File: config.mk
export PLATFORM = sky130hd
export DESIGN_NAME = decode_execute_stage_flat
export DESIGN_NICKNAME = d
export VERILOG_FILES = /design/src/rtl/decode_execute_stage_pkg.sv /design/src/rtl/decode_execute_stage_if.sv /design/src/rtl/decode_execute_stage_hazard_unit.sv /design/src/rtl/decode_execute_stage.sv /design/src/flat_wrapper.sv
export SDC_FILE = /design/constraint.sdc
export NUM_CORES = 1
export LEC_CHECK = 0
export ABC_AREA = 1
export BUFFER_PORTS_ARGS = -buffer_cell sky130_fd_sc_hd__buf_4
export CAP_MARGIN = 10
export CORE_AREA = 3 3 127 129
export DETAILED_ROUTE_END_ITERATION = 10
export DIE_AREA = 0 0 130 132
export PLACE_DENSITY = 0.76
export SYNTH_ARGS = -nofsm -noshare
export SYNTH_HDL_FRONTEND = slang
export SYNTH_SLANG_ARGS = --single-unit
File: constraint.sdc
create_clock -name clk -period 3.08 [get_ports clk]
set_clock_uncertainty 0.15 [all_clocks]
set_input_delay 0.616 -clock clk [delete_from_list [all_inputs] [get_ports clk]]
set_output_delay 0.616 -clock clk [all_outputs]
set_load 0.01 [all_outputs]
File: src/rtl/decode_execute_stage_pkg.sv
// Shared types for the decode/execute boundary of the 5-stage pipeline.
// The decoder, this stage and the execute logic all use these types.
//   ctrl_t     : control bits produced by the decoder and carried into E
//   alu_op_t   : ALU operation encoding carried in ctrl_t.alucontrol
//   fwd_sel_t  : operand source chosen by the hazard unit
//   PC_IDX_DEFAULT : register index that reads PC+8 (r15)
package decode_execute_stage_pkg;

  localparam int PC_IDX_DEFAULT = 15;

  typedef enum logic [1:0] {
    ALU_ADD = 2'b00,
    ALU_SUB = 2'b01,
    ALU_AND = 2'b10,
    ALU_ORR = 2'b11
  } alu_op_t;

  typedef enum logic [1:0] {
    FWD_RF = 2'b00,
    FWD_W  = 2'b01,
    FWD_M  = 2'b10
  } fwd_sel_t;

  typedef struct packed {
    logic       regwrite;
    logic       memtoreg;
    logic       memwrite;
    logic       alusrc;
    alu_op_t    alucontrol;
    logic [1:0] flagwrite;
    logic       branch;
    logic [3:0] cond;
  } ctrl_t;

  // An all-zero control word: no register, memory, flag or PC write.
  localparam ctrl_t CTRL_BUBBLE = '0;

endpackage

File: src/rtl/decode_execute_stage_if.sv
// D-stage bundle presented to the decode/execute boundary.
//   valid_d          : D-stage holds a real instruction
//   ra1_d, ra2_d     : source register indices (also driven to the register file)
//   wa3_d            : destination register index
//   rd1_d, rd2_d     : register-file read data for ra1_d / ra2_d
//   extimm_d         : extended immediate
//   ctrl_d           : decoded control bits
// master = decoder / register-file side, slave = decode_execute_stage.
interface decode_execute_stage_if
  import decode_execute_stage_pkg::*;
#(
  parameter int DATA_W = 32,
  parameter int REG_AW = 4
);
  logic              valid_d;
  logic [REG_AW-1:0] ra1_d;
  logic [REG_AW-1:0] ra2_d;
  logic [REG_AW-1:0] wa3_d;
  logic [DATA_W-1:0] rd1_d;
  logic [DATA_W-1:0] rd2_d;
  logic [DATA_W-1:0] extimm_d;
  ctrl_t             ctrl_d;

  modport master (
    output valid_d, ra1_d, ra2_d, wa3_d, rd1_d, rd2_d, extimm_d, ctrl_d
  );

  modport slave (
    input valid_d, ra1_d, ra2_d, wa3_d, rd1_d, rd2_d, extimm_d, ctrl_d
  );
endinterface

File: src/rtl/decode_execute_stage_hazard_unit.sv
// Combinational hazard logic for the decode/execute boundary.
// Inputs : D-stage sources, E-stage register indices and load/write flags,
//          M/W write-back indices and enables, resolved branch in E.
// Outputs: fwd_a/fwd_b operand source selects, ldstall, stall_f, stall_d,
//          flush_d, flush_e.
module decode_execute_stage_hazard_unit
  import decode_execute_stage_pkg::*;
#(
  parameter int REG_AW = 4,
  parameter int PC_IDX = PC_IDX_DEFAULT
) (
  input  logic              valid_d,
  input  logic [REG_AW-1:0] ra1_d,
  input  logic [REG_AW-1:0] ra2_d,
  input  logic              valid_e,
  input  logic [REG_AW-1:0] ra1_e,
  input  logic [REG_AW-1:0] ra2_e,
  input  logic [REG_AW-1:0] wa3_e,
  input  logic              regwrite_e,
  input  logic              memtoreg_e,
  input  logic              regwrite_m,
  input  logic [REG_AW-1:0] wa3_m,
  input  logic              regwrite_w,
  input  logic [REG_AW-1:0] wa3_w,
  input  logic              branch_taken_e,
  output fwd_sel_t          fwd_a,
  output fwd_sel_t          fwd_b,
  output logic              ldstall,
  output logic              stall_f,
  output logic              stall_d,
  output logic              flush_d,
  output logic              flush_e
);

  localparam logic [REG_AW-1:0] PC_REG = REG_AW'(PC_IDX);

  // The PC register is never written through the pipeline's forwarding
  // paths, so it is excluded; M is younger than W and therefore wins.
  function automatic fwd_sel_t pick_src(
    input logic [REG_AW-1:0] ra,
    input logic              rw_m,
    input logic [REG_AW-1:0] wa_m,
    input logic              rw_w,
    input logic [REG_AW-1:0] wa_w
  );
    fwd_sel_t sel;
    sel = FWD_RF;
    if (ra != PC_REG) begin
      if (rw_m && (wa_m == ra)) begin
        sel = FWD_M;
      end else if (rw_w && (wa_w == ra)) begin
        sel = FWD_W;
      end
    end
    return sel;
  endfunction

  // A load in E cannot forward its data to the instruction in D in time,
  // so D is held one cycle and a bubble enters E. A taken branch redirects
  // fetch, which makes any stall pointless, so it overrides the stall.
  always_comb begin
    fwd_a   = pick_src(ra1_e, regwrite_m, wa3_m, regwrite_w, wa3_w);
    fwd_b   = pick_src(ra2_e, regwrite_m, wa3_m, regwrite_w, wa3_w);
    ldstall = valid_e && memtoreg_e && regwrite_e && valid_d &&
              (wa3_e != PC_REG) && ((wa3_e == ra1_d) || (wa3_e == ra2_d));
    stall_f = ldstall && !branch_taken_e;
    stall_d = ldstall && !branch_taken_e;
    flush_d = branch_taken_e;
    flush_e = ldstall || branch_taken_e;
  end

endmodule

File: src/rtl/decode_execute_stage.sv
// Decode->execute boundary of the 5-stage pipeline.
// Captures D-stage operands/immediate/control into the E register, applies
// M/W->E forwarding, resolves load-use and branch hazards, and counts
// load-use stall cycles.
// Ports:
//   clk, reset        : clock and synchronous active-high reset
//   d_bus             : D-stage bundle (decode_execute_stage_if.slave)
//   aluresult_m, regwrite_m, wa3_m : M-stage write-back source
//   result_w, regwrite_w, wa3_w    : W-stage write-back source
//   branch_taken_e    : branch/PC write in E resolved taken
//   srca_e, writedata_e, srcb_e    : forwarded ALU operands / store data
//   wa3_e, ctrl_e, valid_e         : registered E-stage destination/control
//   stall_f, stall_d, flush_d      : pipeline control for F and D
//   stall_count       : saturating count of load-use stall cycles
module decode_execute_stage
  import decode_execute_stage_pkg::*;
#(
  parameter int DATA_W = 32,
  parameter int REG_AW = 4,
  parameter int PC_IDX = PC_IDX_DEFAULT,
  parameter int CNT_W  = 16
) (
  input  logic              clk,
  input  logic              reset,
  decode_execute_stage_if.slave d_bus,
  input  logic [DATA_W-1:0] aluresult_m,
  input  logic              regwrite_m,
  input  logic [REG_AW-1:0] wa3_m,
  input  logic [DATA_W-1:0] result_w,
  input  logic              regwrite_w,
  input  logic [REG_AW-1:0] wa3_w,
  input  logic              branch_taken_e,
  output logic [DATA_W-1:0] srca_e,
  output logic [DATA_W-1:0] writedata_e,
  output logic [DATA_W-1:0] srcb_e,
  output logic [REG_AW-1:0] wa3_e,
  output ctrl_t             ctrl_e,
  output logic              valid_e,
  output logic              stall_f,
  output logic              stall_d,
  output logic              flush_d,
  output logic [CNT_W-1:0]  stall_count
);

  localparam logic [CNT_W-1:0] CNT_MAX = '1;

  logic [DATA_W-1:0] rd1_e;
  logic [DATA_W-1:0] rd2_e;
  logic [DATA_W-1:0] extimm_e;
  logic [REG_AW-1:0] ra1_e;
  logic [REG_AW-1:0] ra2_e;
  fwd_sel_t          fwd_a;
  fwd_sel_t          fwd_b;
  logic              ldstall;
  logic              flush_e;

  decode_execute_stage_hazard_unit #(
    .REG_AW (REG_AW),
    .PC_IDX (PC_IDX)
  ) hazard_unit (
    .valid_d        (d_bus.valid_d),
    .ra1_d          (d_bus.ra1_d),
    .ra2_d          (d_bus.ra2_d),
    .valid_e        (valid_e),
    .ra1_e          (ra1_e),
    .ra2_e          (ra2_e),
    .wa3_e          (wa3_e),
    .regwrite_e     (ctrl_e.regwrite),
    .memtoreg_e     (ctrl_e.memtoreg),
    .regwrite_m     (regwrite_m),
    .wa3_m          (wa3_m),
    .regwrite_w     (regwrite_w),
    .wa3_w          (wa3_w),
    .branch_taken_e (branch_taken_e),
    .fwd_a          (fwd_a),
    .fwd_b          (fwd_b),
    .ldstall        (ldstall),
    .stall_f        (stall_f),
    .stall_d        (stall_d),
    .flush_d        (flush_d),
    .flush_e        (flush_e)
  );

  // E register: a flush loads an all-zero bubble so no write enable of the
  // squashed instruction can survive into later stages.
  always_ff @(posedge clk) begin
    if (reset || flush_e) begin
      rd1_e    <= '0;
      rd2_e    <= '0;
      extimm_e <= '0;
      ra1_e    <= '0;
      ra2_e    <= '0;
      wa3_e    <= '0;
      ctrl_e   <= CTRL_BUBBLE;
      valid_e  <= 1'b0;
    end else begin
      rd1_e    <= d_bus.rd1_d;
      rd2_e    <= d_bus.rd2_d;
      extimm_e <= d_bus.extimm_d;
      ra1_e    <= d_bus.ra1_d;
      ra2_e    <= d_bus.ra2_d;
      wa3_e    <= d_bus.wa3_d;
      ctrl_e   <= d_bus.ctrl_d;
      valid_e  <= d_bus.valid_d;
    end
  end

  // Only stall cycles that actually hold the pipeline are counted; a
  // redirecting branch in the same cycle cancels the stall.
  always_ff @(posedge clk) begin
    if (reset) begin
      stall_count <= '0;
    end else if (ldstall && !branch_taken_e && (stall_count != CNT_MAX)) begin
      stall_count <= stall_count + 1'b1;
    end
  end

  always_comb begin
    case (fwd_a)
      FWD_M:   srca_e = aluresult_m;
      FWD_W:   srca_e = result_w;
      default: srca_e = rd1_e;
    endcase
    case (fwd_b)
      FWD_M:   writedata_e = aluresult_m;
      FWD_W:   writedata_e = result_w;
      default: writedata_e = rd2_e;
    endcase
    srcb_e = ctrl_e.alusrc ? extimm_e : writedata_e;
  end

endmodule

File: src/flat_wrapper.sv
// flat-port wrapper written by rule: the top's interface ports become plain ports
module decode_execute_stage_flat import decode_execute_stage_pkg::*;
#(
  parameter int DATA_W = 32,
  parameter int REG_AW = 4,
  parameter int PC_IDX = PC_IDX_DEFAULT,
  parameter int CNT_W  = 16
)
  (clk, reset, aluresult_m, regwrite_m, wa3_m, result_w, regwrite_w, wa3_w, branch_taken_e, srca_e, writedata_e, srcb_e, wa3_e, ctrl_e, valid_e, stall_f, stall_d, flush_d, stall_count, d_bus_valid_d, d_bus_ra1_d, d_bus_ra2_d, d_bus_wa3_d, d_bus_rd1_d, d_bus_rd2_d, d_bus_extimm_d, d_bus_ctrl_d);
  decode_execute_stage_if #(.DATA_W(DATA_W), .REG_AW(REG_AW)) d_bus_i ();
  input  logic clk;
  input  logic reset;
  input  logic [DATA_W-1:0] aluresult_m;
  input  logic regwrite_m;
  input  logic [REG_AW-1:0] wa3_m;
  input  logic [DATA_W-1:0] result_w;
  input  logic regwrite_w;
  input  logic [REG_AW-1:0] wa3_w;
  input  logic branch_taken_e;
  output logic [DATA_W-1:0] srca_e;
  output logic [DATA_W-1:0] writedata_e;
  output logic [DATA_W-1:0] srcb_e;
  output logic [REG_AW-1:0] wa3_e;
  output ctrl_t ctrl_e;
  output logic valid_e;
  output logic stall_f;
  output logic stall_d;
  output logic flush_d;
  output logic [CNT_W-1:0] stall_count;
  input wire logic [$bits(d_bus_i.valid_d)-1:0] d_bus_valid_d;
  input wire logic [$bits(d_bus_i.ra1_d)-1:0] d_bus_ra1_d;
  input wire logic [$bits(d_bus_i.ra2_d)-1:0] d_bus_ra2_d;
  input wire logic [$bits(d_bus_i.wa3_d)-1:0] d_bus_wa3_d;
  input wire logic [$bits(d_bus_i.rd1_d)-1:0] d_bus_rd1_d;
  input wire logic [$bits(d_bus_i.rd2_d)-1:0] d_bus_rd2_d;
  input wire logic [$bits(d_bus_i.extimm_d)-1:0] d_bus_extimm_d;
  input wire logic [$bits(d_bus_i.ctrl_d)-1:0] d_bus_ctrl_d;
  assign d_bus_i.valid_d = d_bus_valid_d;
  assign d_bus_i.ra1_d = d_bus_ra1_d;
  assign d_bus_i.ra2_d = d_bus_ra2_d;
  assign d_bus_i.wa3_d = d_bus_wa3_d;
  assign d_bus_i.rd1_d = d_bus_rd1_d;
  assign d_bus_i.rd2_d = d_bus_rd2_d;
  assign d_bus_i.extimm_d = d_bus_extimm_d;
  assign d_bus_i.ctrl_d = d_bus_ctrl_d;
  decode_execute_stage #(.DATA_W(DATA_W), .REG_AW(REG_AW), .PC_IDX(PC_IDX), .CNT_W(CNT_W)) u_core (.clk(clk), .reset(reset), .d_bus(d_bus_i), .aluresult_m(aluresult_m), .regwrite_m(regwrite_m), .wa3_m(wa3_m), .result_w(result_w), .regwrite_w(regwrite_w), .wa3_w(wa3_w), .branch_taken_e(branch_taken_e), .srca_e(srca_e), .writedata_e(writedata_e), .srcb_e(srcb_e), .wa3_e(wa3_e), .ctrl_e(ctrl_e), .valid_e(valid_e), .stall_f(stall_f), .stall_d(stall_d), .flush_d(flush_d), .stall_count(stall_count));
endmodule
## Word level (Yosys, flattened, before mapping)

Cells that the tools add are included.

| storage, ports and cells | value |
|---|---|
| memory bits (read-only) | 0 |
| input bits | 199 |
| bits in registers | 138 |
| output and inout port bits | 133 |
| bits in latches | 0 |
| memories kept | 0 |
| RAM bits | 0 |

| cells by class | value |
|---|---|
| $lt $le $gt $ge | 0 |
| reduce and logical (&&, ||, !) cells | 15 |
| equal/unequal tests | 14 |
| $mul | 0 |
| shifts and indexed selects | 0 |
| bitwise logic cells | 0 |
| add/subtract/negate cells | 1 |
| muxes and demuxes | 9 |
| divide/modulo/power cells | 0 |

Operators by type and width:

| kind | count |
|---|---|
| case mux 32 bit (2 select lines) | 2 |
| 2-to-1 mux 32 bit | 1 |
| == test 4 bit | 6 |
| adder 16 x 1 -> 16 bit (second input constant) | 1 |
| inequality test 16 bit (second input constant) | 1 |
| inequality test 4 bit (second input constant) | 3 |
| logical AND 1 bit | 11 |
| 2-to-1 mux 2 bit | 4 |
| == test 2 x 1 -> 1 bit (second input constant) | 2 |
| == test 2 bit (second input constant) | 2 |
| logical OR 1 bit | 3 |
| 2-to-1 mux 1 bit | 2 |
| zero test 1 bit | 1 |

## Longest topological paths before layout

Gate-level depths: netlist (run 1).

| depth | value |
|---|---|
| depth in word-level cells | 8 |
| depth in mapped cells | 14 |
| gate-level depth less buffers | 12 |

## Cells and area by module

Synthesis (run 1) repeated with hierarchy kept, for this count alone.

| second synthesis, totals | value |
|---|---|
| cells, all modules | 1,036 |
| area, all modules | 6,633.9 sq um |

Modules (own cells, without submodules):

| module | cells each | instances | sequential area each (sq um) | area each (sq um) |
|---|---|---|---|---|
| decode_execute_stage | 926 | 1 | 2,762.6 | 6,147.1 |
| decode_execute_stage_hazard_unit | 110 | 1 | 0.0 | 486.7 |

## Worst setup path before layout (run 1)

No wires, ideal clock.

| timing path | value |
|---|---|
| path type | in2out |
| start point | input wa3_w[3] |
| end point | output srcb_e[10] |
| stages on the path | 12 |
| arrival time | 2.427 ns |
| required time | 2.314 ns |
| setup slack | -0.113 ns |
| path buffers | 2 |
| path through | or2_2 -> a21oi_1 -> nand4_1 -> inv_1 -> ha_1 -> clkbuf_1 -> inv_1 -> clkbuf_1 -> nor2_1 -> a21oi_1 -> nand2_1 -> nand2_1 |

| on the way | value |
|---|---|
| word-level cells in the longest chain between the ends | 8 |
| elaborated cells between the ends (all ways) | 9 |

RTL lines:

| item | RTL line | RTL |
|---|---|---|
| start: declaration | flat_wrapper.sv:18 | `input logic [REG_AW-1:0] wa3_w;` |
| == test 4 bit (*) | decode_execute_stage_hazard_unit.sv:51 | `end else if (rw_w && (wa_w == ra)) begin` |
| logical AND 1 bit (*) | decode_execute_stage_hazard_unit.sv:51 |  |
| 2-to-1 mux 1 bit (*) | decode_execute_stage_hazard_unit.sv:51 |  |
| 2-to-1 mux 2 bit (*) | decode_execute_stage_hazard_unit.sv:49 | `if (rw_m && (wa_m == ra)) begin` |
| 2-to-1 mux 2 bit (*) | decode_execute_stage_hazard_unit.sv:48 | `if (ra != PC_REG) begin` |
| == test 2 x 1 -> 1 bit / == test 2 bit (equally long branches) | decode_execute_stage.sv:124 | `case (fwd_b)` |
| case mux 32 bit (2 select lines) (*) | decode_execute_stage.sv:124 |  |
| via writedata_e[10] | flat_wrapper.sv:21 | `output logic [DATA_W-1:0] writedata_e;` |
| 2-to-1 mux 32 bit (*) | decode_execute_stage.sv:129 | `srcb_e = ctrl_e.alusrc ? extimm_e : writedata_e;` |
| end: declaration | flat_wrapper.sv:22 | `output logic [DATA_W-1:0] srcb_e;` |

The timed path passes the listed nets; every way through them passes the cells marked *.

## Worst setup path after layout (run 1)

| timing path | value |
|---|---|
| start point | register u_core.ra2_e[2] |
| end point | output srcb_e[2] |

| on the way | value |
|---|---|
| word-level cells in the longest chain between the ends | 8 |
| elaborated cells between the ends (all ways) | 12 |

RTL lines:

| item | RTL line | RTL |
|---|---|---|
| start: declaration | decode_execute_stage.sv:51 | `logic [REG_AW-1:0] ra2_e;` |
| start signal: assignment | decode_execute_stage.sv:101 | `ra2_e <= d_bus.ra2_d;` |
| == test 4 bit | decode_execute_stage_hazard_unit.sv:51 |  |
| logical AND 1 bit | decode_execute_stage_hazard_unit.sv:51 |  |
| 2-to-1 mux 1 bit | decode_execute_stage_hazard_unit.sv:51 |  |
| 2-to-1 mux 2 bit | decode_execute_stage_hazard_unit.sv:49 |  |
| 2-to-1 mux 2 bit (*) | decode_execute_stage_hazard_unit.sv:48 |  |
| == test 2 x 1 -> 1 bit / == test 2 bit (equally long branches) | decode_execute_stage.sv:124 |  |
| case mux 32 bit (2 select lines) (*) | decode_execute_stage.sv:124 |  |
| 2-to-1 mux 32 bit (*) | decode_execute_stage.sv:129 |  |

Mark *: on every way between the ends. The rest lies on a longest branch, timed or not.

==> results by group, run 1 <==
Run status
  • Status: finished, violations left
  • Failing checks: negative setup slack

Floorplan
  • Die ar.: 17,200 µm²
  • I/O Pins: 332
  • Starting Density: 43.1%
  • Chip height: 132 µm
  • Row count: 45
  • Die Span X: 130 µm
  • Core Footprint: 15,100 µm²

Power
  • Seq pwr share: 37.2%
  • Leak Pwr: 5.82 nW
  • Combinational share of power: 19.9%
  • Clock power share: 42.9%
  • Pwr Density: 458 nW/µm²
  • Pwr Total: 0.00506 W
  • Psw: 0.00131 W
  • Int Power: 0.00375 W
  • Maximum VDD drop: 0.392 mV
  • Net Sw Frac: 25.9%

Worst setup path
  • Critical path type: reg -> out
  • Critical R2R Capture: u_core.stall_count[3]$_SDFFE_PP0P_
  • FF-to-FF path depth: 9
  • CP Data Arrival Time: 2.49 ns
  • Reg2reg setup slack: 1.13 ns
  • Worst-path fanout max: 8
  • WP data required: 2.31 ns
  • Crit Reg-Reg Startpoint: u_core.stall_count[0]$_SDFFE_PP0P_
  • Critical Path Source Type: flip-flop
  • Worst setup EP type: output port

Detailed routing
  • Number of routed nets with antenna violations: 0
  • First-pass DRT Iterations: 6
  • Initial DRC Count: 552
  • Vias: 7,856
  • DR DRC count: 0
  • WL final: 27.3 mm
  • WL/cell: 17.4 µm
  • Post-DR vias/cell: 4.99

STA
  • Final TNS setup: -7.22 ns
  • Slack of the critical path: -0.174 ns
  • Fin. Hold Viols: 0
  • Final period utilization: 106%
  • Max-Slew Margin vs Limit: 70.3%
  • Final setup viols: 87
  • Final Slew Violations: 0
  • Hold WS: 0.226 ns
  • Tmin final: 3.25 ns
  • Least-Margin Pin Slew: 0.445 ns
  • Highest clock rate: 0.307 GHz
  • RSZ-0062 raised after global routing: yes

Hold path
  • Hold path startpoint: reset
  • Hold Crit Class: in -> reg
  • Hold Crit Depth: 2
  • Hold Path End: u_core.stall_count[9]$_SDFFE_PP0P_

Finish
  • Share of layout cells above drive strength 1: 41.0%
  • Filler Cell Count: 1,209
  • Final #Nets: 1,574
  • Util after Layout: 73.0%
  • Final instance area: 11,100 µm²
  • P&R area growth vs syn: 69.5%

GRT
  • Antenna violations before repair: 1
  • First-pass GRT wire length: 37.6 mm
  • Overflow after GRT: 0
  • Largest net degree at the start of global routing: 82
  • Vias in the first global route: 7,347
  • GRT Total Usage: 28.2%

Yosys
  • Synth area leader: dfxtp_1
  • Number of flops mapped to enable cells by yosys: 0
  • Post-Syn Area: 6520 µm²
  • Area share of the largest cell type after synthesis: 42.4%
  • Post-Syn Nets: 1,220
  • Cell with the most instances after synthesis: nand2_1
  • Most frequent cells after synthesis: nand2_1, nor2_1, inv_1
  • Synth Area per Inst: 6.42 µm²
  • Synth unique cells: 25
  • Synth warn: 0
  • Post-synthesis sequential area ratio: 42.4%
  • Share of flip-flops with an asynchronous set or reset: 0%
  • FF+latch count, synth: 138
  • Ys flop type: dfxtp_1
  • Syn Inst Count: 1,016
  • Area contributors post-synth: dfxtp_1, nand2_1, nor2_1

Place
  • Post-DP HPWL: 17.8 mm
  • Final Wtd Congestion: 0.945
  • Placed inst area: 9430 µm²
  • PortBufs: 331

Clock network
  • Clk_lat worst skew: 0.42 ns
  • CTS Root Cell: clkbuf_16
  • CTS Buf Count: 17
  • Clock buffer depth: 2
  • Num Clock Sinks: 138
  • H-Tree Depth: 4
  • CTS tree: yes
  • Reg clk slew, reported paths: 0.06 ns

Flow run
  • Max-cap violation count: 0
## logic make-up after synthesis
group | synth area share, %
simple gates | 29.7
buf+inv | 13.4
compound gates | 11.2
flops | 42.4
xor+xnor | 2.28
fa+ha+maj | 0.959
## worst max-delay path by stage
stage / startpoint / cells after the start / endpoint / slack, ns
final: u_core.ra2_e[2]$_SDFF_PP0_ / 12 / srcb_e[2] / -0.17
after global placement: wa3_m[2] / 14 / srcb_e[31] / -0.18
after global routing: u_core.ra2_e[2]$_SDFF_PP0_ / 12 / srcb_e[10] / -0.32
after CTS: u_core.ra2_e[2]$_SDFF_PP0_ / 13 / srcb_e[19] / -0.15
after detailed placement: wa3_m[2] / 14 / srcb_e[31] / -0.18
after floorplan: wa3_w[3] / 12 / srcb_e[10] / 0.06
## cell usage in the layout, fill, tap and decap left out, types with 8 or more instances in the layout
cell       count
inv_2         11
nor2_2        26
buf_4        346
buf_12        13
nor3_1         8
inv_1        149
nand2_1      234
a21oi_1       65
xor2_1        15
buf_6         19
nand4_1        9
nor2_1       188
a21oi_2       65
dfxtp_1      134
clkbuf_16     24
nor2_4        18
## final cells by class
class | instances | area (µm²) | area share, %
inverter | 162 | 628 | 5.68
multi-input combinational | 663 | 3470 | 31.4
sequential | 138 | 2770 | 25.0
clock buffer | 22 | 494 | 4.47
antenna | 2 | 5.00 | 0.0453
timing repair buffer | 388 | 3320 | 30.0
clock inverter | 10 | 139 | 1.26
tap | 188 | 235 | 2.13
## per-layer routing
metal | wire length (µm) | up-vias | global-route usage, %
li1 | - | 3763 | -
met1 | 9960 | 3586 | 31.5
met2 | 13500 | 415 | 49.4
met3 | 2590 | 92 | 7.05
met4 | 1240 | 0 | 13.6
met5 | 0 | - | 0
## sequential cells by signal (all words and copies together), names as in the netlist
| signal | flops |
|---|---|
| u_core.stall_count | 16 |
| u_core.ra1_e | 4 |
| u_core.ctrl_e | 13 |
| u_core.valid_e | 1 |
| u_core.extimm_e | 32 |
| u_core.rd2_e | 32 |
| u_core.rd1_e | 32 |
| u_core.ra2_e | 4 |
| u_core.wa3_e | 4 |
## power groups by stage
| stage | clock, W | sequential, W | combinational [W] |
|---|---|---|---|
| floorplan | 0 | 0.00191 | 0.000344 |
| global placement | 0 | 0.00191 | 0.000840 |
| detailed placement | 0 | 0.00191 | 0.000847 |
| CTS | 0.00220 | 0.00187 | 0.000901 |
| global route | 0.00227 | 0.00189 | 0.00107 |
| finish | 0.00217 | 0.00188 | 0.00101 |
## repair_timing
action                                  in CTS  in global routing
cloned                                       4                  8
hold buffers                                 0                  0
pin swaps                                    5                 24
endpoints found under the setup margin      96                 96
gates resized for setup                     48                128
buffers inserted                             6                  9
## per-stage QoR
| step | cells | setup slack [ns] |
|---|---|---|
| 6_report | 1573 | -0.174 |
| 5_1_grt | 1572 | -0.319 |
| 4_1_cts | 1556 | -0.151 |
| 3_5_place_dp | 1514 | -0.184 |
| 3_3_place_gp | 1514 | -0.182 |
| 2_1_floorplan | 1016 | 0.0635 |
## critical path, cell delays in order (launching register included)
cell     delay (ns)
dfxtp_2        0.36
xnor2_2        0.11
o211a_1        0.17
nand4_1        0.14
nor2_2         0.15
inv_2          0.06
ha_4           0.34
buf_12         0.16
a21oi_1        0.06
a21oi_2        0.25
nand2_1        0.08
nand2_1        0.08
buf_4          0.12
No activity file was read; power rests on OpenSTA's default activity.
==> inputs of run 2 (changes only) <==
--- a/config.mk
+++ b/config.mk
@@ -8,10 +8,10 @@
 export ABC_AREA = 1
 export BUFFER_PORTS_ARGS = -buffer_cell sky130_fd_sc_hd__buf_4
 export CAP_MARGIN = 10
-export CORE_AREA = 3 3 127 129
+export CORE_MARGIN = 3
+export CORE_UTILIZATION = 42
 export DETAILED_ROUTE_END_ITERATION = 10
-export DIE_AREA = 0 0 130 132
-export PLACE_DENSITY = 0.76
+export PLACE_DENSITY = 0.78
 export SYNTH_ARGS = -nofsm -noshare
 export SYNTH_HDL_FRONTEND = slang
 export SYNTH_SLANG_ARGS = --single-unit
==> constraint.sdc (replaced) <==
create_clock -name clk -period 2.7 [get_ports clk]
set_clock_uncertainty 0.15 [all_clocks]
set_input_delay 0.54 -clock clk [delete_from_list [all_inputs] [get_ports clk]]
set_output_delay 0.54 -clock clk [all_outputs]
set_load 0.01 [all_outputs]
==> run 2 against run 1 <==
  * The run still ends with negative setup slack left
  * Clock-buffer cell count did not move
  * Via count rose by 5.5%
  * First-iteration DRC count rose by 23%
  * Sequential share of layout area fell by 1.1 points
  * Critical path depth rose by 3
  * Power rose by 18%
  * Utilization rose by 4.8 points
  * Worst setup slack got worse by 0.42 ns
  * Critical path type unchanged
==> results by group, run 2 (synthesized netlist as in run 1, its figures left out) <==
Finish
  • Commonest non-fill, non-tap cells in the layout: buf_4, nand2_1, nor2_1
  • Storage element area: 2770 µm²
  • Commonest non-fill, non-tap cell in the layout: buf_4
  • Biggest regs: u_core.extimm_e: 32 flops, u_core.rd1_e: 32 flops, u_core.rd2_e: 32 flops
  • Final #Nets: 1,596
  • Filler Cell Count: 1,032
  • Antenna Cells: 0
  • P&R area growth vs syn: 77.4%
  • Share of layout cells above drive strength 1: 45.4%
  • Multi-input logic area: 3720 µm²

Worst setup path
  • WP data required: 2.01 ns
  • Crit Reg-Reg Startpoint: u_core.stall_count[0]$_SDFFE_PP0P_
  • Reg2reg setup slack: 0.69 ns
  • Critical path type: reg -> out
  • Worst path depth: 15
  • Worst path max stage delay: 0.35 ns
  • Critical Path Source Type: flip-flop
  • FF-to-FF path depth: 9
  • Crit path cell chain: xnor2_2 > o211a_1 > nand4_1 > nand4_1 > inv_2 > ha_4 > buf_6 > inv_8 > buf_12 > buf_12 > nor2_4 > a21oi_2 > nand2_1 > nand2_2 > buf_6
  • CP Data Arrival Time: 2.61 ns
  • Worst path top cell family by delay: buffers and inverters
  • CP max-delay cell: dfxtp_2
  • Worst-path fanout max: 4
  • Critical R2R Capture: u_core.stall_count[3]$_SDFFE_PP0P_
  • Worst setup EP type: output port
  • CP Buf/Inv Count: 6

STA
  • Final setup viols: 96
  • Final Slew Violations: 0
  • Least-Margin Pin Slew: 0.469 ns
  • Slack of the critical path: -0.597 ns
  • Max-Slew Margin vs Limit: 68.7%
  • Fin. Hold Viols: 0
  • Final period utilization: 122%
  • Highest clock rate: 0.303 GHz
  • Tmin final: 3.30 ns
  • Final TNS setup: -40.65 ns
  • RSZ-0062 raised after global routing: yes

Detailed routing
  • Vias: 8,287
  • Post-DR vias/cell: 5.22
  • WL final: 30.1 mm
  • WL/cell: 18.9 µm
  • Initial DRC Count: 680
  • DR DRC count: 0
  • Number of routed nets with antenna violations: 0
  • First-pass DRT Iterations: 5

Clock network
  • Clock buffer depth: 2
  • H-Tree Depth: 4
  • CTS Root Cell: clkbuf_16
  • CTS tree: yes
  • Reg clk slew, reported paths: 0.06 ns
  • Clk_lat worst skew: 0.43 ns
  • CTS Buf Count: 17
  • Num Clock Sinks: 138

Hold path
  • Hold Crit Class: in -> reg
  • Hold path startpoint: reset
  • Hold Crit Depth: 2
  • Hold Path End: u_core.stall_count[9]$_SDFFE_PP0P_

Flow run
  • Max-cap violation count: 0

Place
  • Final Wtd Congestion: 0.959
  • Pre-CTS setup slack: -0.559 ns
  • Post-DP HPWL: 19.0 mm
  • PortBufs: 331

Floorplan
  • Starting Density: 43.9%
  • Row count: 44
  • Die Span X: 131 µm
  • Chip height: 131 µm
  • Die ar.: 17,100 µm²
  • I/O Pins: 332
  • Core Footprint: 14,900 µm²

GRT
  • Vias in the first global route: 7,966
  • First-pass GRT wire length: 40.9 mm
  • Antenna violations before repair: 0
  • Overflow after GRT: 0
  • GRT Total Usage: 31.5%
  • Largest net degree at the start of global routing: 91

Power
  • Leak Pwr: 5.95 nW
  • Maximum VDD drop: 0.441 mV
  • Pwr Density: 517 nW/µm²

Run status
  • Failing checks: negative setup slack
  • Status: finished, violations left
==> run 2: changes by cell type in the layout (fill, tap and decap cells not counted), moves of 6 or more <==
cell / before / now
nand2_1: 234 / 203
a21oi_2: 65 / 74
clkbuf_16: 24 / 18
a21oi_4: 6 / 19
buf_6: 19 / 50
nand2_2: 5 / 36
a21oi_1: 65 / 43
buf_4: 346 / 337
==> run 2: where the power goes <==
part | internal, W | leakage [nW] | switching (W)
sequential | 0.00211 | 1.13 | 0.0000369
combinational | 0.000639 | 4.50 | 0.000616
clock | 0.00165 | 0.313 | 0.000934
==> run 2: what timing repair did <==
| action | 4_1_cts | 5_1_grt |
|---|---|---|
| hold buffers | 0 | 0 |
| cloned | 5 | 1 |
| resized for setup | 137 | 95 |
| setup buffers | 13 | 11 |
| pin swaps | 22 | 31 |
| setup endpoints to repair | 96 | 96 |
==> run 2: worst max path at each step <==
| stage | start | endpoint | slack (ns) |
|---|---|---|---|
| global placement | wa3_m[2] | srcb_e[25] | -0.53 |
| detailed placement | wa3_m[2] | srcb_e[25] | -0.56 |
| CTS | u_core.ra2_e[2]$_SDFF_PP0_ | srcb_e[5] | -0.53 |
| global route | u_core.ra2_e[2]$_SDFF_PP0_ | srcb_e[4] | -0.72 |
| floorplan | wa3_m[3] | srca_e[0] | -0.06 |
| finish | u_core.ra2_e[2]$_SDFF_PP0_ | srcb_e[26] | -0.60 |
==> run 2: through the flow <==
step	utilization [%]	power (W)	cells	cell area, µm²	hold slack, ns
finish	77.8	0.00598	1589	11600	0.144
CTS	75.1	0.00586	1582	11200	0.135
global route	77.8	0.00616	1589	11600	0.135
detailed placement	65.5	0.00320	1532	9740	0.414
global placement	65.5	0.00319	1532	9740	0.385
floorplan	-	0.00260	1016	6820	0.410
==> run 2: layout make-up <==
class	count	share of cell area, %
clock buffer	22	4.19
sequential	138	23.9
timing repair buffer	410	31.0
multi-input combinational	663	32.1
tap	184	1.99
clock inverter	10	1.41
inverter	162	5.39
==> run 2: metal layers <==
layer	vias up	global-route usage, %	share of wire (%)	wire length, µm
met3	141	9.35	11	3190
met1	3812	33.7	35	10500
li1	3810	-	-	-
met4	0	17.3	5.8	1730
met2	524	55.4	49	14700
met5	-	0	0	0
==> inputs of run 3 (changes only) <==
--- a/config.mk
+++ b/config.mk
@@ -8,10 +8,10 @@
 export ABC_AREA = 1
 export BUFFER_PORTS_ARGS = -buffer_cell sky130_fd_sc_hd__buf_4
 export CAP_MARGIN = 10
-export CORE_MARGIN = 3
-export CORE_UTILIZATION = 42
+export CORE_AREA = 3 3 129 131
 export DETAILED_ROUTE_END_ITERATION = 10
-export PLACE_DENSITY = 0.78
+export DIE_AREA = 0 0 132 134
+export PLACE_DENSITY = 0.74
 export SYNTH_ARGS = -nofsm -noshare
 export SYNTH_HDL_FRONTEND = slang
 export SYNTH_SLANG_ARGS = --single-unit
==> constraint.sdc (replaced) <==
create_clock -name clk -period 4.2 [get_ports clk]
set_clock_uncertainty 0.15 [all_clocks]
set_input_delay 0.84 -clock clk [delete_from_list [all_inputs] [get_ports clk]]
set_output_delay 0.84 -clock clk [all_outputs]
set_load 0.01 [all_outputs]
==> run 3 against run 2 <==
  * The run now ends clean
  * Largest cell class unchanged
  * Cell count down 2.2%
  * Clock power down 40%
  * Sequential cell count unchanged
  * Highest routed layer unchanged
  * Via count down 10%
==> results by group, run 3 (synthesized netlist as in run 1, its figures left out) <==
Run status
  • Status: complete, no violations

STA
  • Tmin final: 3.85 ns
  • RSZ-0062 raised after global routing: no
  • Final period utilization: 91.7%
  • Highest clock rate: 0.260 GHz
  • Fin. Hold Viols: 0
  • Final setup viols: 0
  • Least-Margin Pin Slew: 1.11 ns
  • Max-Slew Margin vs Limit: 25.8%
  • Final TNS setup: 0 ns
  • Final Slew Violations: 0
  • Slack of the critical path: 0.347 ns

Worst setup path
  • Worst setup EP type: output port
  • WP data required: 3.21 ns
  • CP Data Arrival Time: 2.86 ns
  • Worst-path fanout max: 32
  • Worst path top cell family by delay: buffers and inverters
  • Critical Path Source Type: primary input
  • Critical path type: in -> out
  • Crit path cell chain: buf_4 > xnor2_1 > o211a_1 > nand4_1 > nor2_1 > inv_1 > ha_1 > inv_1 > buf_12 > nor2_1 > a21oi_1 > nand2_1 > nand2_1 > buf_4
  • Worst path max stage delay: 0.33 ns
  • CP max-delay cell: ha_1
  • CP Buf/Inv Count: 5

GRT
  • Vias in the first global route: 7,392
  • Met3 GRT Util: 9.04%
  • GRT Total Usage: 27.2%
  • First-pass GRT wire length: 38.0 mm
  • Met2 usage: 48.4%
  • Met1 Use GR: 30.2%
  • GRT busiest layer: met2
  • Antenna violations before repair: 0
  • Largest net degree at the start of global routing: 58
  • Overflow after GRT: 0

Floorplan
  • I/O Pins: 332
  • Die Span X: 132 µm
  • Starting Density: 41.5%
  • Die ar.: 17,700 µm²
  • Core Footprint: 15,700 µm²
  • Row count: 46
  • Chip height: 134 µm

Clock network
  • Num Clock Sinks: 138
  • Reg clk slew, reported paths: 0.06 ns
  • Clk_lat worst skew: 0.41 ns
  • CTS Root Cell: clkbuf_16
  • Cts repair resizes: 0
  • CTS tree: yes
  • CTS Buf Count: 17
  • Hold_buf cts: 0
  • Clock buffer depth: 2
  • H-Tree Depth: 4
  • Post-CTS Setup Bufs: 0

Hold path
  • Hold Crit Class: reg -> reg

Place
  • Pre-CTS setup slack: 0.372 ns
  • PortBufs: 331
  • Final Wtd Congestion: 0.891
  • Post-DP HPWL: 18.7 mm

Flow run
  • Max-cap violation count: 0

Detailed routing
  • WL final: 24.8 mm
  • First-pass DRT Iterations: 5
  • DR DRC count: 0
  • Number of routed nets with antenna violations: 0
  • Post-DR vias/cell: 4.78
  • WL/cell: 16.0 µm
  • Initial DRC Count: 452
  • Vias: 7,434

Finish
  • Antenna Cells: 0
  • P&R area growth vs syn: 50.6%
  • Biggest regs: u_core.extimm_e: 32 flops, u_core.rd1_e: 32 flops, u_core.rd2_e: 32 flops
  • Share of layout cells above drive strength 1: 28.7%
  • Commonest non-fill, non-tap cell in the layout: buf_4
  • Final #Nets: 1,530
  • Commonest non-fill, non-tap cells in the layout: buf_4, nand2_1, nor2_1

Power
  • Maximum VDD drop: 0.266 mV
  • Pwr Density: 359 nW/µm²
  • Leak Pwr: 5.44 nW
-- run 3: changes by cell type in the layout (fill, tap and decap cells not counted), sizes merged --
cell,change
buf,-65
clkinvlp,-2
bufinv,-1
clkbuf,+1
clkinv,+1
inv,-1
-- run 3: metal layers --
layer | vias to the layer above | wire length (µm) | share of wire, %
met3 | 45 | 2060 | 8.3
met1 | 3426 | 9510 | 38
li1 | 3661 | - | -
met2 | 302 | 12500 | 50
met4 | 0 | 777 | 3.1
met5 | - | 0 | 0
-- run 3: where the power goes --
group	leakage, nW	internal, W	switching [W]	total [W]
registers	1.13	0.00136	0.0000170	0.00137
logic	4.01	0.000300	0.000304	0.000604
clock network	0.300	0.000993	0.000558	0.00155
total	5.44	0.00265	0.000879	0.00353
-- run 3: stage by stage --
| stage | util [%] | instance area, µm² | instances | hold slack, ns | power [W] |
|---|---|---|---|---|---|
| finish | 62.5 | 9820 | 1554 | 0.420 | 0.00353 |
| global route | 62.5 | 9820 | 1554 | 0.432 | 0.00367 |
| CTS | 62.5 | 9820 | 1554 | 0.422 | 0.00356 |
| detailed placement | 58.6 | 9210 | 1523 | 0.412 | 0.00200 |
| global placement | 58.6 | 9210 | 1523 | 0.386 | 0.00200 |
| floorplan | - | 6520 | 1016 | 0.410 | 0.00164 |
-- run 3: tightest hold or removal path, cell delays in order (launching register included) --
cell	delay, ns
dfxtp_1	0.34
inv_1	0.06
nand2_1	0.04
nand2_1	0.05
nor2_1	0.03
-- run 3: path summary, 6_finish.rpt --
kind / startpoint / endpoint / slack, ns / depth (start not counted)
setup / recovery: wa3_m[2] / srcb_e[21] / 0.35 / 14
hold / removal: u_core.stall_count[1]$_SDFFE_PP0P_ / u_core.stall_count[1]$_SDFFE_PP0P_ / 0.42 / 4
setup reg to reg: u_core.wa3_e[1]$_SDFF_PP0_ / u_core.extimm_e[27]$_SDFF_PP0_ / 2.00 / 7
hold reg to reg: u_core.stall_count[1]$_SDFFE_PP0P_ / u_core.stall_count[1]$_SDFFE_PP0P_ / 0.42 / 4
-- run 3: final cells by class --
type,count,area (µm²)
Timing Repair Buffer,344,2680
Fill cell,1490,5890
Inverter,162,608
Sequential cell,138,2760
Tap cell,216,270
Clock inverter,7,114
Multi-Input combinational cell,663,2890
Clock buffer,24,492
